--- src/rtl/debounce_pulse_if.sv ---
// Button-conditioning bundle between the raw switch and the debounced outputs
// that feed the downstream flip-flop chains.
interface debounce_pulse_if;
  logic btn;
  logic level;
  logic pulse;
  logic busy;

  modport master (output btn, input level, input pulse, input busy);
  modport slave  (input btn, output level, output pulse, output busy);
endinterface

--- src/rtl/debounce_pulse.sv ---
// Synchronises and debounces a bouncing button into a clean level plus one press pulse.
// Optional auto-repeat pulses while held are enabled by defining DEBOUNCE_REPEAT_EN.
module debounce_pulse #(
  parameter int STABLE_CYCLES = 8,
  parameter bit ACTIVE_LOW    = 1'b1
`ifdef DEBOUNCE_REPEAT_EN
  ,
  parameter int REPEAT_DELAY  = 20,
  parameter int REPEAT_PERIOD = 10
`endif
) (
  input logic             clk,
  input logic             clr,
  debounce_pulse_if.slave bus
);

  localparam int CW = $clog2(STABLE_CYCLES);
  localparam logic [CW-1:0] LAST = CW'(STABLE_CYCLES - 1);

  // One-hot encoding keeps the busy decode glitch-free
  typedef enum logic [3:0] {
    IDLE      = 4'b0001,
    ARMING    = 4'b0010,
    PRESSED   = 4'b0100,
    RELEASING = 4'b1000
  } stateType;

  stateType      state, stateNext;
  logic          sync1, sync2;
  logic [CW-1:0] stableCnt, stableCntNext;
  logic          levelReg, levelNext;
  logic          pulseReg, pulseNext, pulseAccept;
  logic          pressedRaw;

  assign pressedRaw = bus.btn ^ ACTIVE_LOW;

  always_ff @(posedge clk or negedge clr) begin
    if (!clr) begin
      sync1     <= 1'b0;
      sync2     <= 1'b0;
      state     <= IDLE;
      stableCnt <= '0;
      levelReg  <= 1'b0;
      pulseReg  <= 1'b0;
    end else begin
      sync1     <= pressedRaw;
      sync2     <= sync1;
      state     <= stateNext;
      stableCnt <= stableCntNext;
      levelReg  <= levelNext;
      pulseReg  <= pulseNext;
    end
  end

  // Any state not listed falls back to IDLE with every output low
  always_comb begin
    stateNext     = IDLE;
    stableCntNext = '0;
    levelNext     = 1'b0;
    pulseAccept   = 1'b0;
    case (state)
      IDLE: begin
        if (sync2) stateNext = ARMING;
      end
      ARMING: begin
        if (!sync2) begin
          stateNext = IDLE;
        end else if (stableCnt == LAST) begin
          stateNext   = PRESSED;
          levelNext   = 1'b1;
          pulseAccept = 1'b1;
        end else begin
          stateNext     = ARMING;
          stableCntNext = stableCnt + 1'b1;
        end
      end
      PRESSED: begin
        levelNext = 1'b1;
        stateNext = sync2 ? PRESSED : RELEASING;
      end
      RELEASING: begin
        if (sync2) begin
          stateNext = PRESSED;
          levelNext = 1'b1;
        end else if (stableCnt == LAST) begin
          stateNext = IDLE;
        end else begin
          stateNext     = RELEASING;
          levelNext     = 1'b1;
          stableCntNext = stableCnt + 1'b1;
        end
      end
      default: begin
        stateNext = IDLE;
      end
    endcase
  end

`ifdef DEBOUNCE_REPEAT_EN
  localparam int RW = $clog2(REPEAT_DELAY + REPEAT_PERIOD + 1);
  localparam logic [RW-1:0] REP_FIRST = RW'(REPEAT_DELAY);
  localparam logic [RW-1:0] REP_WRAP  = RW'(REPEAT_DELAY + REPEAT_PERIOD);

  logic [RW-1:0] repCnt, repCntNext;
  logic          repFire;

  always_ff @(posedge clk or negedge clr) begin
    if (!clr) repCnt <= '0;
    else      repCnt <= repCntNext;
  end

  // Counts only while held; folding back to REP_FIRST yields the periodic pulses
  always_comb begin
    repCntNext = '0;
    repFire    = 1'b0;
    if (state == PRESSED && sync2) begin
      repCntNext = repCnt + 1'b1;
      if (repCntNext == REP_FIRST) begin
        repFire = 1'b1;
      end else if (repCntNext == REP_WRAP) begin
        repFire    = 1'b1;
        repCntNext = REP_FIRST;
      end
    end else if (state == PRESSED || (state == RELEASING && stateNext != IDLE)) begin
      repCntNext = repCnt;
    end
  end

  assign pulseNext = pulseAccept | repFire;
`else
  assign pulseNext = pulseAccept;
`endif

  assign bus.level = levelReg;
  assign bus.pulse = pulseReg;
  assign bus.busy  = (state == ARMING) || (state == RELEASING);

endmodule

--- src/flat_wrapper.sv ---
// flat-port wrapper written by rule: the top's interface ports become plain ports
module debounce_pulse_flat 
#(
  parameter int STABLE_CYCLES = 8,
  parameter bit ACTIVE_LOW    = 1'b1

)
  (clk, clr, bus_btn, bus_level, bus_pulse, bus_busy);
  debounce_pulse_if bus_i ();
  input logic clk;
  input logic clr;
  input wire logic [$bits(bus_i.btn)-1:0] bus_btn;
  output wire logic [$bits(bus_i.level)-1:0] bus_level;
  output wire logic [$bits(bus_i.pulse)-1:0] bus_pulse;
  output wire logic [$bits(bus_i.busy)-1:0] bus_busy;
  assign bus_i.btn = bus_btn;
  assign bus_level = bus_i.level;
  assign bus_pulse = bus_i.pulse;
  assign bus_busy = bus_i.busy;
  debounce_pulse #(.STABLE_CYCLES(STABLE_CYCLES), .ACTIVE_LOW(ACTIVE_LOW)) u_core (.clk(clk), .clr(clr), .bus(bus_i));
endmodule
--- config.mk ---
export PLATFORM = sky130hd
export DESIGN_NAME = debounce_pulse_flat
export DESIGN_NICKNAME = d
export VERILOG_FILES = /design/src/rtl/debounce_pulse_if.sv /design/src/rtl/debounce_pulse.sv /design/src/flat_wrapper.sv
export SDC_FILE = /design/constraint.sdc
export NUM_CORES = 1
export LEC_CHECK = 0
export BUFFER_PORTS_ARGS = -buffer_cell sky130_fd_sc_hd__buf_2
export CORE_AREA = 2 2 39 41
export CTS_CLUSTER_DIAMETER = 80
export DETAILED_ROUTE_END_ITERATION = 10
export DIE_AREA = 0 0 41 43
export GPL_TIMING_DRIVEN = 1
export PLACE_DENSITY_LB_ADDON = 0.12
export SLEW_MARGIN = 20
export SYNTH_ARGS = -nofsm -noshare
export SYNTH_HDL_FRONTEND = slang
export SYNTH_SLANG_ARGS = --single-unit
--- constraint.sdc ---
create_clock -name clk -period 2.55 [get_ports clk]
set_input_delay 0.51 -clock clk [delete_from_list [all_inputs] [get_ports clk]]
set_output_delay 0.51 -clock clk [all_outputs]
set_load 0.02 [all_outputs]
# After elaboration in Yosys (flattened, before gate mapping)
# Index checks and enable logic that the tools add are counted.
op_classes:
  n_eq_ne: 5
  muxes: 17
  bitwise_logic: 1
  n_reduce_logical: 1
  n_addsub: 1
op_table:
  columns: ["cell", "count"]
  rows:
  - ["two-way mux 4 bit", 4]
  - ["case mux 4 bit (4 select lines)", 1]
  - ["two-way mux 3 bit", 4]
  - ["case mux 3 bit (2 select lines)", 1]
  - ["two-way mux 1 bit", 5]
  - ["equality test 4 x 1 -> 1 bit (second input constant)", 1]
  - ["equality test 4 x 2 -> 1 bit (second input constant)", 1]
  - ["equality test 4 x 3 -> 1 bit (second input constant)", 1]
  - ["equality test 4 bit (second input constant)", 1]
  - ["adder 3 x 1 -> 3 bit (second input constant)", 1]
  - ["equality test 3 bit (second input constant)", 1]
  - ["case mux 1 bit (3 select lines)", 1]
  - ["two-way mux 2 bit", 1]
  - ["logical OR 1 bit", 1]
  - ["NOT 1 bit", 1]
totals:
  regBits: 11
  inputBits: 3
  output_inout_bits: 3
  word_cells: 31

# Logic depth before layout (Yosys ltp)
# Gate-level depths: netlist of run 1.
depth:
  ltp_word: 4
  ltp_mapped: 5
  depth_no_buf: 5

# Least setup slack after synthesis of run 1
# OpenSTA, ideal clock, no wires.
synth_timing:
  path_kind: "reg2out"
  start: "register u_core.state[1]"
  end: "output bus_busy"
  stages_incl_launch_ff: 4
  t_required_ns: 2.040
  arrival_ns: 1.047
  setup_slack_ns: 0.993
  n_path_buf: 1
  path_cell_list: "dfrtp_1 > buf_6 > xnor2_1 > nor3_1"
synth_between:
  elab_chain_len: 2
  word_cells_on_any_way: 3
  cone_classes: "eq/ne (2); reduce/logical (1)"
synth_rtl:
  columns: ["element", "line_no", "source"]
  rows:
  - ["start: declaration", "debounce_pulse.sv:28", "stateType state, stateNext;"]
  - ["start signal: assignment", "debounce_pulse.sv:48", "state <= stateNext;"]
  - ["equality test 4 x 2 -> 1 bit or equality test 4 bit (tied branches)", "debounce_pulse.sv:136", "assign bus.busy = (state == ARMING) || (state == RELEASING);"]
  - ["logical OR 1 bit (*)", "debounce_pulse.sv:136", null]
  - ["end: declaration", "flat_wrapper.sv:15", "output wire logic [$bits(bus_i.busy)-1:0] bus_busy;"]
# Mark *: on every way between the ends. The rest lies on a longest branch, timed or not.

# Worst setup path after layout of run 1
# Same ends and word-level chain as after synthesis.

==> results of run 1 <==
-- worst max path at each step --
stage | to | slack [ps] | cells after the start
floorplan | bus_busy | 990 | 3
global placement | bus_busy | 1180 | 3
detailed placement | u_core.stableCnt[0] | 1140 | 3
CTS | bus_busy | 840 | 3
global route | bus_busy | 780 | 3
finish | bus_busy | 840 | 3
-- sequential cells by signal (all words and copies together) (netlist names) --
signal / flops
u_core.state: 4
u_core.stableCnt: 3
u_core.bus.level: 1
u_core.bus.pulse: 1
u_core.sync1: 1
u_core.sync2: 1
-- power by group through the flow --
| stage | Clock [mW] | Sequential (mW) | Combinational, mW |
|---|---|---|---|
| finish | 0.117 | 0.194 | 0.0274 |
| global route | 0.130 | 0.195 | 0.0308 |
| CTS | 0.122 | 0.194 | 0.0279 |
| detailed placement | 0 | 0.197 | 0.0276 |
| global placement | 0 | 0.196 | 0.0271 |
| floorplan | 0 | 0.191 | 0.0264 |
-- metal layers --
layer  global-route usage (%)  up-vias
li1                         -      169
met1                     15.3      177
met2                     20.9        5
met3                     4.71        2
met4                     10.0        0
met5                        0        -
-- cell families (layout without fill, tap and decap cells) --
family	count (synthesis)	after routing	synth area share (%)
AND/OR/NAND/NOR	19	19	24.6
flip-flops	11	11	52.7
AO/OA/AOI/OAI	9	9	11.0
adder cells (fa/ha/maj)	3	3	7.16
buffers and inverters	2	10	2.86
XOR/XNOR	1	1	1.67
-- worst max-delay path, delay by kind of cell (launching register included) --
| kind | cells | cell delay, ps |
|---|---|---|
| xor gates and xnor gates | 1 | 160 |
| DFF | 1 | 470 |
| and+or+nand+nor | 1 | 120 |
| buffers and inverters | 1 | 190 |
-- synthesized netlist by cell type --
| cell | count |
|---|---|
| a211oi_2 | 1 |
| o21ai_0 | 3 |
| nor3b_2 | 1 |
| or2b_1 | 1 |
| buf_6 | 1 |
| nor2_1 | 1 |
| nor3_1 | 2 |
| nand2b_1 | 4 |
| and2_2 | 1 |
| or3b_1 | 2 |
| ha_1 | 3 |
| and2_1 | 1 |
| a21o_1 | 2 |
| dfrtp_1 | 10 |
| dfstp_2 | 1 |
| and3b_1 | 1 |
| or3_1 | 1 |
| nand2_1 | 1 |
| nor2b_1 | 2 |
| nand3b_1 | 1 |
| inv_1 | 1 |
| a21oi_1 | 3 |
| xnor2_1 | 1 |
-- cell type report --
cell class | count | area (um2) | area share, %
inverters | 1 | 3.75 | 0.642
repair buffers | 5 | 25.0 | 4.28
well taps | 16 | 20.0 | 3.43
clock buffers | 4 | 26.3 | 4.50
flip-flops and latches | 11 | 277 | 47.3
multi-input cells | 32 | 233 | 39.8
-- metrics by stage --
stage | utilization (%) | hold slack (ps) | setup slack (ps) | std cells
floorplan | - | 214 | 993 | 45
global placement | 40.3 | 338 | 1180 | 65
detailed placement | 40.3 | 352 | 1140 | 65
CTS | 42.2 | 99.5 | 844 | 69
global route | 42.2 | 109 | 778 | 69
finish | 42.2 | 94.9 | 842 | 69
==> results.txt, run 1 <==
CP arrival - 1200 ps
CTS tree - yes
Post-route cell area - 584 um2
I/O Pins - 6
Initial antenna violation count - 0
Final setup skew - 3.53 ps
Post-Route WL - 893 um
Worst-path clk slew - 70 ps
Area contributors post-synth - dfrtp_1 48%, ha_1 7.2%, dfstp_2 5.0%
Max cap viols - 0
Overall routing resource usage - 13.9%
Die Ht - 43 um
Gr ovfl total - 0
CP max stage cell - dfrtp_1
NumNets Final - 60
Via Count - 353
Area grow syn2layout - 11.5%
Routed Antenna Nets - 0
Share of the synthesized area in the top cell type - 47.7%
Placed standard-cell area - 558 um2
Mapped cell area - 524 um2
Initial DRC Count - 1
ANT cells - 0
Flop2flop setup slack - 1130 ps
Reg2reg start - u_core.state[1]
Pin count of the biggest net entering global routing - 12
Worst path max stage delay - 470 ps
Fraction of the cycle the final worst path needs - 67.0%
First-pass GRT wire length - 1.55 mm
Post-cts gate resize count - 0
Routed len/inst - 12.9 um
M1 WL - 396 um
Port buffer count - 5
Worst setup EP type - primary output
Worst reg2reg path depth - 3
Final setup fails - 0
Post-synthesis instance total - 45
Die X - 41 um
Setup CP Type - reg -> out
Hold Path Class - in -> async
FF-to-FF End - u_core.stableCnt[0]
Worst Path Required - 2040 ps
Count of final hold-check violations - 0
Router iterations before antenna repair - 3
Clock network power share - 34.6%
Hpwl dp - 669 um
Commonest non-fill, non-tap cell in the layout - dfrtp_1
Rel. slew slack - 83.3%
Clock root buffer - clkbuf_4
Fin. max-slew vios - 0
# DRC - 0
CP Max Fanout - 8
# Post-CTS Setup Buffers - 0
RD Place Congestion - 0.722
Vias in the first global route - 375
CORE AREA - 0.00138 mm2
CTS Sinks - 11
Final Critical Period - 1710 ps
Leak - 0.296 nW
Maximum vdd drop - 0.280 mV
Synth warn - 0
Most frequent cells in the layout - 10 x dfrtp_1, 5 x buf_2, 4 x nand2b_1
Max frequency - 586 MHz
H-tree levels - 1
# rows - 14
Die area - 0.00176 mm2
Netlist cell types - 23
RSZ-0062 raised after global routing - no
Worst-case clock buffer depth - 2
Cell Int Power - 0.256 mW
Syn_nets - 51
Clock buffer count from CTS - 3
Critical Path Source - u_core.state[1]
Cell taking the most area after synthesis - dfrtp_1
WL met2 - 454 um
P_sw - 0.0823 mW
Vias per cell - 5.12
Top Metal Used - met4
Clk_lat worst skew - 260 ps
Initial core utilization - 37.9%
Reg power frac - 57.3%
Startpoint types - flop
PD cells - 579 mW/mm2
Metal3 WL - 38 um
Combinational share of power - 8.1%
Outcome - complete, no violations
Filler cells - 141
Mapped Avg Cell Area - 11.7 um2
Power, Total - 0.338 mW
Post-CTS Hold Fix Bufs - 0
Share of cells above drive strength 1 - 22.6%
Switching share of power - 24.3%
Slew of the pin with the lowest slew margin - 249 ps
Seq/Total Area, Yosys - 52.7%
Seq cells post-synth - 11
CP cell instances - xnor2_1 > nor3_1 > buf_2
Setup TNS - 0 ps
Power figures use the tool's default switching activity.
==> run 2, diff against run 1 <==
clock period = 1.6 ns   (was 2.55 ns; I/O delays follow)
==> run 2 against run 1 <==
Against the previous run:
- global-route usage shrank 1.7 points
- die area is the same
- critical path type unchanged
- power grew 58%
- largest power group unchanged
==> results.txt, run 2 (synthesis results as in run 1) <==
Worst Path Required - 1280 ps
Reg power frac - 57.8%
Clock buffer count from CTS - 3
# DRC - 0
Cell Int Power - 0.411 mW
Final setup skew - 4.78 ps
RD Place Congestion - 0.653
Clk_lat worst skew - 260 ps
Regs by FF count - u_core.state: 4 flops, u_core.stableCnt: 3 flops
NumNets Final - 61
ANT cells - 0
Router iterations before antenna repair - 5
Gr ovfl total - 0
Worst-path clk slew - 70 ps
CORE AREA - 0.00138 mm2
Commonest non-fill, non-tap cell in the layout - dfrtp_1
CTS tree - yes
Switching share of power - 23.4%
Worst setup EP type - primary output
Via Count - 357
H-tree levels - 1
Max frequency - 663 MHz
Die X - 41 um
Post-route cell area - 596 um2
Rel. slew slack - 81.8%
PD cells - 899 mW/mm2
Flop2flop setup slack - 180 ps
Most flop-heavy register - u_core.state
Share of cells above drive strength 1 - 24.1%
Overall routing resource usage - 12.2%
Pin count of the biggest net entering global routing - 12
Die Ht - 43 um
Worst-case clock buffer depth - 2
Most frequent cells in the layout - 9 x dfrtp_1, 5 x buf_2, 4 x nand2b_1
Leak - 0.299 nW
Hold Path Class - in -> reg
Setup CP Type - reg -> out
End of the critical path - bus_busy
# Post-CTS Setup Buffers - 0
I/O Pins - 6
FF-to-FF End - u_core.bus.level
Slew of the pin with the lowest slew margin - 271 ps
Largest register FFs - 4
Count of final hold-check violations - 0
Post-Route WL - 821 um
Routed len/inst - 11.7 um
Final setup fails - 0
Critical Path Source - u_core.state[1]
Vias per cell - 5.10
RSZ-0062 raised after global routing - no
Outcome - complete, no violations
Max cap viols - 0
Final Critical Period - 1510 ps
CP arrival - 1190 ps
# rows - 14
Initial core utilization - 37.9%
P_sw - 0.125 mW
Fin. max-slew vios - 0
Area grow syn2layout - 13.6%
Placed standard-cell area - 558 um2
Clock network power share - 33.9%
Routed Antenna Nets - 0
Setup TNS - 0 ps
CP Max Fanout - 8
Filler cells - 133
Die area - 0.00176 mm2
Worst reg2reg path depth - 5
Port buffer count - 5
Startpoint types - flop
Vias in the first global route - 338
First-pass GRT wire length - 1.39 mm
CTS Sinks - 11
Reg2reg start - u_core.stableCnt[0]
Maximum vdd drop - 0.372 mV
Fraction of the cycle the final worst path needs - 94.3%
Initial DRC Count - 3
Initial antenna violation count - 0
Combinational share of power - 8.2%
Clock root buffer - clkbuf_4
run 2: critical path, stage by stage, from the launching register on:
cell and delay (ps):
dfrtp_2 460, xnor2_1 140, nor3_1 130, buf_2 190
run 2: power groups by stage:
stage	clock network (mW)	logic [mW]	registers [mW]
floorplan	0	0.0421	0.305
global placement	0	0.0425	0.313
detailed placement	0	0.0433	0.315
CTS	0.194	0.0452	0.309
global route	0.214	0.0511	0.312
finish	0.182	0.0441	0.310
run 2: cell type report:
cell class              count  area, um2  area share (%)
repair buffers              6       35.0            5.88
flip-flops and latches     11        278            46.6
clock buffers               4       26.3            4.41
well taps                  16       20.0            3.36
inverters                   1       3.75           0.630
multi-input cells          32        233            39.1
run 2: timing repair:
action	CTS	global route
hold buffers	1	0
endpoints found under the setup margin	0	1
gates resized for setup	0	1
hold endpoints to repair	10	0
run 2: worst min path at each step:
stage                             to  depth (start not counted)  slack [ps]     from
floorplan           u_core.bus.level                          0          20      clr
global placement     u_core.state[2]                          1         200      clr
detailed placement   u_core.state[1]                          1         200      clr
CTS                     u_core.sync1                          2         180  bus_btn
global route            u_core.sync1                          2         170  bus_btn
finish                  u_core.sync1                          2         190  bus_btn
run 2: metrics by stage:
stage | utilization [%] | hold WS (ps) | worst slack [ps] | cells | total power [mW]
floorplan | - | 24.4 | 233 | 45 | 0.347
global placement | 40.3 | 197 | 199 | 65 | 0.356
detailed placement | 40.3 | 198 | 153 | 65 | 0.358
CTS | 42.9 | 180 | 33.9 | 70 | 0.548
global route | 43.0 | 169 | 25.0 | 70 | 0.578
finish | 43.0 | 194 | 91.9 | 70 | 0.536
run 2: per-layer routing:
metal | part of all wire (%) | routed length [um] | track usage, % | vias to the layer above
met5 | 0 | 0 | 0 | -
met4 | 0 | 0 | 6.00 | 0
met3 | 5.8 | 48 | 4.71 | 0
met2 | 53 | 432 | 18.8 | 11
met1 | 41 | 339 | 14.2 | 172
li1 | - | - | - | 174
==> run 3, diff against run 2 <==
BUFFER_PORTS_ARGS = -buffer_cell sky130_fd_sc_hd__clkbuf_2   (was -buffer_cell sky130_fd_sc_hd__buf_2)
==> run 3 against run 2 <==
Against the previous run:
- wire length fell by 0.12%
- worst hold slack improved by 1.9 ps
- maximum frequency shrank 1.0%
- cell count did not move
- non-clock buffer count stayed put
- sequential share of layout area unchanged
- combinational power grew 0.9%
==> results.txt, run 3 (synthesis results as in run 1) <==
Crit path depth - 3
Post-Route WL - 820 um
Port buffer count - 5
Worst Path Required - 1280 ps
Setup TNS - 0 ps
Die Ht - 43 um
CP arrival - 1200 ps
Worst reg2reg path depth - 5
Slew of the pin with the lowest slew margin - 276 ps
First-pass GRT wire length - 1.42 mm
Count of final hold-check violations - 0
CP Max Fanout - 8
Die X - 41 um
Worst-case clock buffer depth - 2
Buffer and inverter count on the worst path - 1
CP cell instances - xnor2_1 > nor3_1 > clkbuf_2
# rows - 14
CORE AREA - 0.00138 mm2
Hold WS - 196 ps
CTS tree - yes
Most flop-heavy register - u_core.state
Commonest non-fill, non-tap cell in the layout - dfrtp_1
Vias in the first global route - 341
Flip-flop and latch area - 278 um2
Final setup skew - 6.53 ps
Final setup fails - 0
ANT cells - 0
H-tree levels - 1
Worst path top cell family by delay - flip-flops
Via Count - 344
Rel. slew slack - 81.6%
Pin count of the biggest net entering global routing - 12
Power, Total - 0.534 mW
Startpoint types - flop
RD Place Congestion - 0.687
Regs by FF count - u_core.state: 4 flops, u_core.stableCnt: 3 flops
PD cells - 897 mW/mm2
Overall routing resource usage - 12.2%
Clock root buffer - clkbuf_4
Area grow syn2layout - 13.6%
Core Util, Final - 43.0%
# DRC - 0
Most frequent cells in the layout - 9 x dfrtp_1, 5 x clkbuf_2, 4 x nand2b_1
Maximum vdd drop - 0.423 mV
Filler cells - 146
Clock buffer count from CTS - 3
Routed Antenna Nets - 0
Initial core utilization - 37.9%
Router iterations before antenna repair - 1
Finished Layout Cells - 70
RSZ-0062 raised after global routing - no
Hpwl dp - 661 um
Fin. max-slew vios - 0
Hold depth - 2
Initial DRC Count - 0
I/O Pins - 6
Vias per cell - 4.91
Footprint of the multi-input gates - 233 um2
Gr ovfl total - 0
Final Critical Period - 1520 ps
Largest register FFs - 4
NumNets Final - 61
CTS Sinks - 11
Fraction of the cycle the final worst path needs - 95.2%
Max frequency - 656 MHz
Worst setup EP type - primary output
Leak - 0.296 nW
Hold Path Class - in -> reg
Max cap viols - 0
DP Cell Count - 65
Clk_lat worst skew - 260 ps
Worst path max stage delay - 460 ps
Initial antenna violation count - 0
Share of cells above drive strength 1 - 24.1%
Setup CP Type - reg -> out
CP max stage cell - dfrtp_2
Die area - 0.00176 mm2
Routed len/inst - 11.7 um
Worst-path clk slew - 70 ps
Outcome - complete, no violations
run 3: cell count changes in the layout (fill, tap and decap cells not counted), sizes merged:
cell | before | now
buf | 5 | 0
clkbuf | 4 | 9
run 3: where the power goes:
part / total [mW] / internal (mW) / switching, mW
sequential: 0.309 / 0.292 / 0.0169
combinational: 0.0445 / 0.0221 / 0.0224
clock: 0.181 / 0.0962 / 0.0848
total: 0.534 / 0.410 / 0.124
run 3: area by class of cell:
cell class	count	share of cell area (%)
Clock buffer	4	4.41
Multi-Input combinational cell	32	39.1
Inverter	1	0.630
Sequential cell	11	46.6
Timing Repair Buffer	6	5.88
Tap cell	16	3.36
run 3: worst paths after layout:
kind	start	endpoint	slack (ps)
worst max-delay path	u_core.state[1]	bus_busy	80
worst min-delay path	bus_btn	u_core.sync1	200
worst max register to register	u_core.stableCnt[0]	u_core.bus.level	210
worst min register to register	u_core.sync1	u_core.sync2	350
max in group asynchronous	clr	u_core.state[0]	860
min in group asynchronous	clr	u_core.state[2]	460
run 3: per-stage QoR:
step	worst slack (ps)	cell area, um2
2_1_floorplan	233	524
3_3_place_gp	196	558
3_5_place_dp	195	558
4_1_cts	35.5	594
5_1_grt	18.9	596
6_report	76.4	596
run 3: repair_timing:
| item | 4_1_cts | 5_1_grt |
|---|---|---|
| hold endpoints to repair | 10 | 0 |
| setup buffers | 0 | 0 |
| setup endpoints to repair | 0 | 1 |
| hold buffers | 1 | 0 |
| gates resized for setup | 0 | 1 |
run 3: routing by layer:
layer  routed length, um  global-route usage [%]  part of all wire (%)
met5                   0                       0                     0
met3                  30                    4.71                   3.7
met1                 355                    14.7                    43
met4                   0                    4.00                     0
met2                 434                    19.1                    53
